File: src/rtl/mem_xbar_pkg.sv
// Shared constants and types for the mem_xbar crossbar and its arbiters.
package mem_xbar_pkg;

  localparam int unsigned MAX_PORTS = 8;

  function automatic int unsigned idx_width(input int unsigned n);
    return (n <= 1) ? 1 : $clog2(n);
  endfunction

  // 0..NB_SLAVE-1 selects a slave; the value NB_SLAVE marks a decode error.
  typedef logic [$clog2(MAX_PORTS + 1)-1:0] tgt_t;

endpackage

File: src/rtl/mem_xbar_rr_arb.sv
// Round-robin arbiter: picks the first requester at or after ptr, and moves ptr past the winner on advance.
module rr_arb
  import mem_xbar_pkg::*;
#(
  parameter int unsigned N = 3
) (
  input  logic                      clk,
  input  logic                      rst_n,
  input  logic [N-1:0]              req,
  input  logic                      advance,
  output logic [idx_width(N)-1:0]   gnt_idx,
  output logic                      valid
);

  localparam int unsigned IW = idx_width(N);

  logic [IW-1:0]  ptr_q;
  logic [2*N-1:0] rot;
  logic [IW:0]    sum;

  // Rotating a doubled copy keeps every scan index a loop constant.
  always_comb begin
    rot     = {req, req} >> ptr_q;
    sum     = '0;
    gnt_idx = '0;
    valid   = 1'b0;
    for (int unsigned k = 0; k < N; k++) begin
      if (!valid && rot[k]) begin
        valid = 1'b1;
        sum   = {1'b0, ptr_q} + (IW + 1)'(k);
        if (sum >= (IW + 1)'(N)) begin
          sum = sum - (IW + 1)'(N);
        end
        gnt_idx = sum[IW-1:0];
      end
    end
  end

  always_ff @(posedge clk or negedge rst_n) begin
    if (!rst_n) begin
      ptr_q <= '0;
    end else if (advance) begin
      ptr_q <= (gnt_idx == IW'(N - 1)) ? '0 : gnt_idx + 1'b1;
    end
  end

endmodule

File: src/rtl/mem_xbar.sv
// Address-mapped request/grant crossbar with per-slave round-robin arbitration,
// tracked response routing and a local decode-error responder.
module mem_xbar
  import mem_xbar_pkg::*;
#(
  parameter int unsigned NB_MASTER  = 3,
  parameter int unsigned NB_SLAVE   = 3,
  parameter int unsigned ADDR_WIDTH = 32,
  parameter int unsigned DATA_WIDTH = 32,
  parameter logic [NB_SLAVE*ADDR_WIDTH-1:0] START_ADDR =
    {32'h1A10_0000, 32'h0010_0000, 32'h0000_0000},
  parameter logic [NB_SLAVE*ADDR_WIDTH-1:0] END_ADDR =
    {32'h1A11_FFFF, 32'h001F_FFFF, 32'h000F_FFFF}
) (
  input  logic                                  clk,
  input  logic                                  rst_n,
  input  logic [NB_MASTER-1:0]                  m_req_i,
  input  logic [NB_MASTER*ADDR_WIDTH-1:0]       m_addr_i,
  input  logic [NB_MASTER-1:0]                  m_we_i,
  input  logic [NB_MASTER*(DATA_WIDTH/8)-1:0]   m_be_i,
  input  logic [NB_MASTER*DATA_WIDTH-1:0]       m_wdata_i,
  output logic [NB_MASTER-1:0]                  m_gnt_o,
  output logic [NB_MASTER-1:0]                  m_rvalid_o,
  output logic [NB_MASTER*DATA_WIDTH-1:0]       m_rdata_o,
  output logic [NB_MASTER-1:0]                  m_err_o,
  output logic [NB_SLAVE-1:0]                   s_req_o,
  output logic [NB_SLAVE*ADDR_WIDTH-1:0]        s_addr_o,
  output logic [NB_SLAVE-1:0]                   s_we_o,
  output logic [NB_SLAVE*(DATA_WIDTH/8)-1:0]    s_be_o,
  output logic [NB_SLAVE*DATA_WIDTH-1:0]        s_wdata_o,
  input  logic [NB_SLAVE-1:0]                   s_gnt_i,
  input  logic [NB_SLAVE-1:0]                   s_rvalid_i,
  input  logic [NB_SLAVE*DATA_WIDTH-1:0]        s_rdata_i
);

  localparam int unsigned BW  = DATA_WIDTH / 8;
  localparam int unsigned MIW = idx_width(NB_MASTER);
  localparam tgt_t        ERR = tgt_t'(NB_SLAVE);

  tgt_t                 tgt      [NB_MASTER];
  tgt_t                 target_q [NB_MASTER];
  logic [NB_MASTER-1:0] pending_q;
  logic [NB_MASTER-1:0] pend_eff;
  logic [NB_SLAVE-1:0]  busy_q;
  logic [NB_SLAVE-1:0]  busy_eff;
  logic [NB_SLAVE-1:0]  rsp;
  logic [MIW-1:0]       owner_q  [NB_SLAVE];
  logic [NB_MASTER-1:0] elig     [NB_SLAVE];
  logic [MIW-1:0]       win      [NB_SLAVE];
  logic [NB_SLAVE-1:0]  win_vld;
  logic [NB_SLAVE-1:0]  s_fire;

  // Descending scan so the lowest matching slave index overrides the rest.
  always_comb begin
    for (int unsigned m = 0; m < NB_MASTER; m++) begin
      tgt[m] = ERR;
      for (int unsigned i = NB_SLAVE; i > 0; i--) begin
        if (m_addr_i[m*ADDR_WIDTH +: ADDR_WIDTH] >= START_ADDR[(i-1)*ADDR_WIDTH +: ADDR_WIDTH] &&
            m_addr_i[m*ADDR_WIDTH +: ADDR_WIDTH] <= END_ADDR[(i-1)*ADDR_WIDTH +: ADDR_WIDTH]) begin
          tgt[m] = tgt_t'(i - 1);
        end
      end
    end
  end

  // Responses depend only on registered state and slave inputs, never on m_req_i.
  always_comb begin
    rsp        = s_rvalid_i & busy_q;
    busy_eff   = busy_q & ~s_rvalid_i;
    m_rvalid_o = '0;
    m_err_o    = '0;
    m_rdata_o  = '0;
    for (int unsigned m = 0; m < NB_MASTER; m++) begin
      if (pending_q[m] && target_q[m] == ERR) begin
        m_rvalid_o[m] = 1'b1;
        m_err_o[m]    = 1'b1;
      end
    end
    for (int unsigned i = 0; i < NB_SLAVE; i++) begin
      if (rsp[i]) begin
        m_rvalid_o[owner_q[i]] = 1'b1;
        m_rdata_o[owner_q[i]*DATA_WIDTH +: DATA_WIDTH] = s_rdata_i[i*DATA_WIDTH +: DATA_WIDTH];
      end
    end
    pend_eff = pending_q & ~m_rvalid_o;
  end

  // A response retiring this cycle frees its master and slave for a back-to-back grant.
  always_comb begin
    for (int unsigned i = 0; i < NB_SLAVE; i++) begin
      for (int unsigned m = 0; m < NB_MASTER; m++) begin
        elig[i][m] = m_req_i[m] && !pend_eff[m] && (tgt[m] == tgt_t'(i)) && !busy_eff[i];
      end
    end
  end

  for (genvar i = 0; i < NB_SLAVE; i++) begin : g_arb
    rr_arb #(
      .N (NB_MASTER)
    ) u_arb (
      .clk     (clk),
      .rst_n   (rst_n),
      .req     (elig[i]),
      .advance (s_fire[i]),
      .gnt_idx (win[i]),
      .valid   (win_vld[i])
    );
  end

  assign s_fire = win_vld & s_gnt_i;

  always_comb begin
    s_req_o   = win_vld;
    s_addr_o  = '0;
    s_we_o    = '0;
    s_be_o    = '0;
    s_wdata_o = '0;
    m_gnt_o   = '0;
    for (int unsigned m = 0; m < NB_MASTER; m++) begin
      if (m_req_i[m] && !pend_eff[m] && tgt[m] == ERR) begin
        m_gnt_o[m] = 1'b1;
      end
    end
    for (int unsigned i = 0; i < NB_SLAVE; i++) begin
      s_addr_o[i*ADDR_WIDTH +: ADDR_WIDTH]  = m_addr_i[win[i]*ADDR_WIDTH +: ADDR_WIDTH];
      s_we_o[i]                             = m_we_i[win[i]];
      s_be_o[i*BW +: BW]                    = m_be_i[win[i]*BW +: BW];
      s_wdata_o[i*DATA_WIDTH +: DATA_WIDTH] = m_wdata_i[win[i]*DATA_WIDTH +: DATA_WIDTH];
      if (s_fire[i]) begin
        m_gnt_o[win[i]] = 1'b1;
      end
    end
  end

  // Set-on-grant is written after clear-on-response so the grant wins.
  always_ff @(posedge clk or negedge rst_n) begin
    if (!rst_n) begin
      pending_q <= '0;
      busy_q    <= '0;
      for (int unsigned m = 0; m < NB_MASTER; m++) begin
        target_q[m] <= '0;
      end
      for (int unsigned i = 0; i < NB_SLAVE; i++) begin
        owner_q[i] <= '0;
      end
    end else begin
      for (int unsigned i = 0; i < NB_SLAVE; i++) begin
        if (rsp[i]) begin
          busy_q[i] <= 1'b0;
        end
        if (s_fire[i]) begin
          busy_q[i]  <= 1'b1;
          owner_q[i] <= win[i];
        end
      end
      for (int unsigned m = 0; m < NB_MASTER; m++) begin
        if (m_rvalid_o[m]) begin
          pending_q[m] <= 1'b0;
        end
        if (m_gnt_o[m]) begin
          pending_q[m] <= 1'b1;
          target_q[m]  <= tgt[m];
        end
      end
    end
  end

endmodule

File: config.mk
export PLATFORM = sky130hd
export DESIGN_NAME = mem_xbar
export DESIGN_NICKNAME = d
export VERILOG_FILES = /design/src/rtl/mem_xbar_pkg.sv /design/src/rtl/mem_xbar_rr_arb.sv /design/src/rtl/mem_xbar.sv
export SDC_FILE = /design/constraint.sdc
export NUM_CORES = 1
export LEC_CHECK = 0
export CAP_MARGIN = 5
export CORE_AREA = 2 2 244 246
export DETAILED_ROUTE_END_ITERATION = 10
export DIE_AREA = 0 0 246 248
export DONT_BUFFER_PORTS = 1
export SYNTH_ARGS = -nofsm -noshare
export SYNTH_HDL_FRONTEND = slang
export SYNTH_HIERARCHICAL = 1
export SYNTH_SLANG_ARGS = --single-unit
File: constraint.sdc
create_clock -name clk -period 3.6 [get_ports clk]
set_input_delay 0.18 -clock clk [delete_from_list [all_inputs] [get_ports clk]]
set_output_delay 0.18 -clock clk [all_outputs]
set_load 0.02 [all_outputs]
==> results of run 1 <==
## placed cells by master (no fill, tap or decap), types with 4 or more instances in the layout
cell	synthesis	final
a31o_1	6	6
a22oi_1	99	98
and3_1	14	14
inv_2	0	7
ha_2	0	4
nor4bb_1	10	6
nor4_4	0	4
nand3_2	2	6
nand2_1	329	306
nor3b_2	3	5
nor4_1	12	7
inv_1	32	19
dfrtp_1	24	22
nand2_2	0	9
nand3_1	16	12
and4b_1	7	7
ha_1	30	23
buf_12	0	45
nor2_1	14	13
o21ai_0	240	63
mux2i_2	0	25
buf_16	0	9
o21ai_4	0	33
buf_8	0	10
mux2i_1	210	184
nor4b_4	3	5
nand2_4	0	14
buf_4	4	274
clkbuf_16	0	10
o22ai_1	9	9
o211ai_1	4	4
buf_6	5	48
o21ai_2	1	79
o21ai_1	72	138
## path summary, 6_finish.rpt
| path | from | to | slack [ns] | cells after the start |
|---|---|---|---|---|
| max in group asynchronous | rst_n | owner_q[5]$_DFFE_PN0P_ | 3.04 | 2 |
| worst max-delay path | owner_q[2]$_DFFE_PN0P_ | s_wdata_o[35] | -0.25 | 20 |
| min in group asynchronous | rst_n | owner_q[3]$_DFFE_PN0P_ | 0.37 | 2 |
| worst min-delay path | s_gnt_i[1] | busy_q[1]$_DFFE_PN0P_ | 0.06 | 2 |
| worst max register to register | owner_q[3]$_DFFE_PN0P_ | target_q[5]$_DFFE_PN0P_ | -0.04 | 18 |
| worst min register to register | target_q[1]$_DFFE_PN0P_ | target_q[1]$_DFFE_PN0P_ | 0.51 | 2 |
## power breakdown
part	internal (mW)	switching [mW]
Combinational	0.255	0.353
Sequential	0.270	0
Clock	0.170	0.0989
Total	0.695	0.452
## flip-flops by register name (all words and copies together) (netlist names)
| signal | flops |
|---|---|
| target_q | 6 |
| busy_q | 3 |
| g_arb.u_arb/ptr_q | 6 |
| owner_q | 6 |
| pending_q | 3 |
## per-layer routing
layer,GRT usage [%],vias to the layer above,part of all wire [%]
met5,0,-,0.068
met2,36.7,867,50
met1,19.6,5865,33
li1,-,5357,-
met3,6.69,175,11
met4,9.75,6,6.0
## kinds of logic after synthesis
group                    share of synthesized area, %
AO/OA/AOI/OAI                                    31.3
AND/OR/NAND/NOR                                  24.2
multiplexers                                     24.8
buffers and inverters                            7.87
adder cells (fa/ha/maj)                          4.42
flip-flops                                       7.08
XOR/XNOR                                        0.310
## final cells by class
class,count,area [um2]
Clock buffer,4,88.8
Tap cell,773,967
Antenna cell,2,5.00
Inverter,32,149
Sequential cell,24,603
Fill cell,6414,44100
Multi-Input combinational cell,1137,8470
Timing Repair Buffer,394,4080
## through the flow
stage | cells | cell area, um2 | hold WS, ns
final | 2366 | 14400 | 0.0619
after global routing | 2366 | 14400 | 0.0606
after CTS | 2335 | 13300 | 0.0549
after detailed placement | 2277 | 12000 | -0.111
after global placement | 2277 | 12000 | -0.111
after floorplan | 1309 | 8860 | -0.116
## what timing repair did
item	4_1_cts	5_1_grt
resized for setup	139	172
hold buffers	2	0
setup buffers	49	22
pin swaps	48	44
endpoints found under the setup margin	212	253
hold endpoints to repair	24	0
cloned	6	8
==> metrics.txt, run 1 <==
Rel. slew slack=43.3%; post-synthesis sequential area ratio=7.08%; Post-DRT Antenna Nets=0; Worst path slowest cell=dfrtp_2; initial antenna violation count=5; initial DRC count=1004; Distinct cells, synth=50; register bit total from synthesis=24; CP startpoint kind=flop; Synth top cells by count=nand2_1 (329), o21ai_0 (240), mux2i_1 (210), a22oi_1 (99), o21ai_1 (72); Initial Utilization=14.5%; Post-synth EDFFs=0; most common cell in the netlist=nand2_1; Max Buffers Root-to-Sink=2; Clock Latency Late Sink=0.26 ns; status=finished, violations left; Die ar.=61000 um2; per-cell routed wire length=28.5 um; GP Congestion=0.986; Root Buffer=clkbuf_16; Horiz. Die Dim=246 um; Synth area leader=mux2i_1; Setup-failing EPs final=211; Synth top area share=24.8%; share of cells above drive strength 1=39.5%; total power=1.15 mW; pwr/cell area=79.8 nW/um2; TritonCTS Buffers=3; drt total wl=67.4 mm; final setup TNS=-21.53 ns; crit end category=primary output; crit-path leading delay family=buffers and inverters; first-pass GRT wire length=87.4 mm; Nets=1936; total grt overflow=0; CTS tree=done; Syn Area/Cell=6.48 um2; Hold Violations, Final=0; Max VDD drop=0.0964 mV; TritonRoute pass-1 iters=7; critical path type=reg -> out; CP cell instances=inv_2 > ha_4 > nand3_2 > nand4b_1 > o21ai_2 > buf_4 > nor4b_4 > nor4bb_1 > a31oi_1 > o21ai_1 > buf_4 > a221oi_4 > inv_4 > nor2b_4 > buf_12 > clkbuf_16 > buf_6 > nand2_2 > o21ai_2 > buf_12; fin crit share=107%; I/O Buffers=0; Least-Margin Pin Slew=0.842 ns; max-slew violations=0; CP required=3.42 ns; skew final=0.00701 ns; final core utilization=24.6%; syn nets=1653; vias in the first global route=11500; Fmax=0.260 GHz; Place WS=-0.362 ns; Crit path largest cell delay=0.41 ns; Die Ht=248 um; CTS clk-pin slew, worst paths=0.07 ns; largest net degree at the start of global routing=63; minimum clock period=3.85 ns; synthesized cell area=8490 um2; final setup margin=-0.245 ns; DP Wirelength=52.2 mm; CTS H-tree lvls=1; # clock sinks=24; Critical path buffers and inverters=8; Remaining DRCs=0; Core Region=58500 um2; Synth Flop Type=dfrtp_1; via count=12300; Ys Warns=6; Critical Path AT=3.67 ns; max_cap viols=0; Hold Path Class=in -> reg; synthesis-to-finish area growth=69.3%; synth top area cells=mux2i_1 (25%), nand2_1 (15%), o21ai_0 (14%); fraction of registers with async set or reset after synthesis=100%; Post-Syn Instances=1309; total I/O pin count=629; unrepaired setup endpoints after global routing=true; Leak=5.01 nW; violated checks=setup timing; Critical Path Fanout Max=7; Vias/cell=5.19; row count=89; overall routing resource usage=19.8%
No activity file was read; power rests on OpenSTA's default activity.
==> run 2: changes to the inputs <==
--- a/config.mk
+++ b/config.mk
@@ -10,6 +10,7 @@
 export DETAILED_ROUTE_END_ITERATION = 10
 export DIE_AREA = 0 0 246 248
 export DONT_BUFFER_PORTS = 1
+export REMOVE_ABC_BUFFERS = 1
 export SYNTH_ARGS = -nofsm -noshare
 export SYNTH_HDL_FRONTEND = slang
 export SYNTH_HIERARCHICAL = 1
==> metrics.txt, run 2 (same netlist as run 1, synthesis figures left out) <==
CTS tree=done; TritonRoute pass-1 iters=6; pwr/cell area=72.1 nW/um2; Root Buffer=clkbuf_16; reg2reg setup slack=-0.11 ns; Max VDD drop=0.179 mV; P_int=763 uW; Worst path slowest cell=dfrtp_1; most frequent CP cell=buf_6; Reg power frac=21.9%; violated checks=setup timing; fin cells=2530; per-cell routed wire length=27.6 um; final setup TNS=-47.86 ns; total I/O pin count=629; CTS clk-pin slew, worst paths=0.07 ns; Clock power frac=22.1%; Least-Margin Pin Slew=0.865 ns; overall routing resource usage=19.9%; Vias/cell=5.20; DP Wirelength=48.8 mm; # clock sinks=24; placed cell count=2409; worst reg2reg path startpoint=owner_q[2]$_DFFE_PN0P_; crit end category=primary output; Remaining DRCs=0; CP startpoint kind=flop; GP Congestion=0.964; commonest non-fill, non-tap cell in the layout=buf_4; Crit path largest cell delay=0.39 ns; Rel. slew slack=42.3%; minimum clock period=3.97 ns; Diodes inserted=0; total area of sequential cells=601 um2; Post-DRT Antenna Nets=0; Hold Path Class=in -> reg; skew final=0.00358 ns; Setup-failing EPs final=216; via count=13200; CP cell instances=inv_2 > buf_6 > ha_4 > nand3_2 > nand4b_1 > o21ai_2 > buf_4 > nor4b_4 > buf_6 > nor4bb_4 > a31oi_1 > o21ai_2 > a221oi_2 > buf_4 > clkinv_8 > nor2b_4 > buf_6 > buf_12 > clkbuf_16 > nand2_4 > o21ai_4 > buf_6; worst r2r path cells=22; status=finished, violations left; Fmax=0.252 GHz; final core utilization=29.2%; share of cells above drive strength 1=52.4%; crit-path leading delay family=buffers and inverters; Leak=6.63 nW; Finished Cell Area=17100 um2; TritonCTS Buffers=3; initial DRC count=856; CP required=3.42 ns; Placed Area=12600 um2; vias in the first global route=12200; Max Buffers Root-to-Sink=2; final setup margin=-0.373 ns; unrepaired setup endpoints after global routing=true; max_cap viols=0; hold path depth=2; Horiz. Die Dim=246 um; Core Region=58500 um2; Hold Path Origin=s_gnt_i[1]; row count=89; Critical Path Fanout Max=6; Die ar.=61000 um2; multi-input logic area=9150 um2; switching share of power=37.9%; synthesis-to-finish area growth=101%; Critical path buffers and inverters=10; largest net degree at the start of global routing=43; highest-count cells in the layout ignoring fill and taps=buf_4 (306), nand2_1 (192), mux2i_1 (182), buf_6 (157), o21ai_1 (154); Critical Path AT=3.79 ns; Initial Utilization=14.5%; initial antenna violation count=0; first-pass GRT wire length=88.3 mm; Switching Power=466 uW; I/O Buffers=0; fin crit share=110%; Combinational Power Share=56.0%; Die Ht=248 um; Nets=2102; Clock Latency Late Sink=0.26 ns; Hold Violations, Final=0; drt total wl=69.9 mm; total grt overflow=0; critical path type=reg -> out; max-slew violations=0; reg2reg end=target_q[9]$_DFFE_PN0P_; hold endpoint=busy_q[1]$_DFFE_PN0P_; CTS H-tree lvls=1; number of fillers in the final layout=6123; Largest regs=g_arb.u_arb/ptr_q x6, owner_q x6, target_q x6
-- run 2: changes by cell type in the layout (fill, tap and decap cells not counted), moves of 4 or more --
cell | previous run | this run
o21ai_2 | 79 | 90
buf_6 | 48 | 157
o21ai_0 | 63 | 43
mux2i_4 | 1 | 5
buf_4 | 274 | 306
nand2_1 | 306 | 192
o21ai_4 | 33 | 26
o21ai_1 | 138 | 154
buf_16 | 9 | 16
buf_8 | 10 | 21
clkbuf_16 | 10 | 16
nand2_4 | 14 | 68
nand2_2 | 9 | 69
-- run 2: through the flow --
step / hold WS, ns / setup slack, ns / power [mW]
final: 0.0521 / -0.373 / 1.23
after global routing: 0.0621 / -0.526 / 1.27
after CTS: 0.0500 / -0.219 / 1.16
after detailed placement: -0.111 / -0.532 / 0.831
after global placement: -0.111 / -0.602 / 0.830
after floorplan: -0.116 / -3.82 / 0.559
-- run 2: worst max path at each step --
stage | startpoint | end | slack [ns] | depth (start not counted)
6_report | owner_q[0]$_DFFE_PN0P_ | s_wdata_o[45] | -0.37 | 22
5_1_grt | owner_q[3]$_DFFE_PN0P_ | s_wdata_o[45] | -0.53 | 22
4_1_cts | owner_q[0]$_DFFE_PN0P_ | s_wdata_o[49] | -0.22 | 22
3_5_place_dp | owner_q[0]$_DFFE_PN0P_ | s_wdata_o[20] | -0.53 | 18
3_3_place_gp | m_addr_i[29] | s_wdata_o[20] | -0.60 | 15
2_1_floorplan | owner_q[2]$_DFFE_PN0P_ | target_q[5]$_DFFE_PN0P_ | -3.82 | 15
-- run 2: per-layer routing --
layer	part of all wire [%]	wire, um	GRT usage (%)	vias up
met2	47	33100	35.9	952
met1	35	24300	20.9	6223
li1	-	-	-	5702
met4	8.4	5880	11.9	0
met3	9.3	6510	4.88	276
met5	0	0	0	-
-- run 2: cell type report --
cell class	count	area share, %
Timing Repair Buffer	559	35.7
Sequential cell	24	3.52
Inverter	32	0.917
Timing Repair inverter	1	0.0514
Clock buffer	4	0.521
Multi-Input combinational cell	1137	53.7
Tap cell	773	5.67
-- run 2: worst reg2reg max path: stages, from the launching register on --
cell	delay [ns]
dfrtp_1	0.39
inv_2	0.13
ha_4	0.15
nand3_2	0.06
nand4b_1	0.18
o21ai_4	0.10
buf_4	0.15
nor4_4	0.30
buf_4	0.20
inv_4	0.04
a31oi_4	0.15
o21ai_2	0.09
a221oi_2	0.28
buf_4	0.19
inv_8	0.05
buf_4	0.15
nor4bb_4	0.27
buf_4	0.17
a211oi_4	0.05
buf_4	0.15
buf_4	0.13
mux2i_1	0.13
nand2_1	0.06
-- run 2: repair_timing --
item	in CTS	in global routing
setup buffers	65	36
endpoints found under the setup margin	217	219
pin swaps	82	114
gates cloned	21	14
hold buffers	2	0
resized for setup	452	460
hold endpoints to repair	24	0
-- run 2: power by group through the flow --
stage / combinational, mW / sequential [mW] / clock [mW]
after floorplan: 0.285 / 0.275 / 0
after CTS: 0.613 / 0.269 / 0.277
after global routing: 0.711 / 0.269 / 0.287
after detailed placement: 0.557 / 0.275 / 0
final: 0.688 / 0.269 / 0.272
after global placement: 0.555 / 0.275 / 0
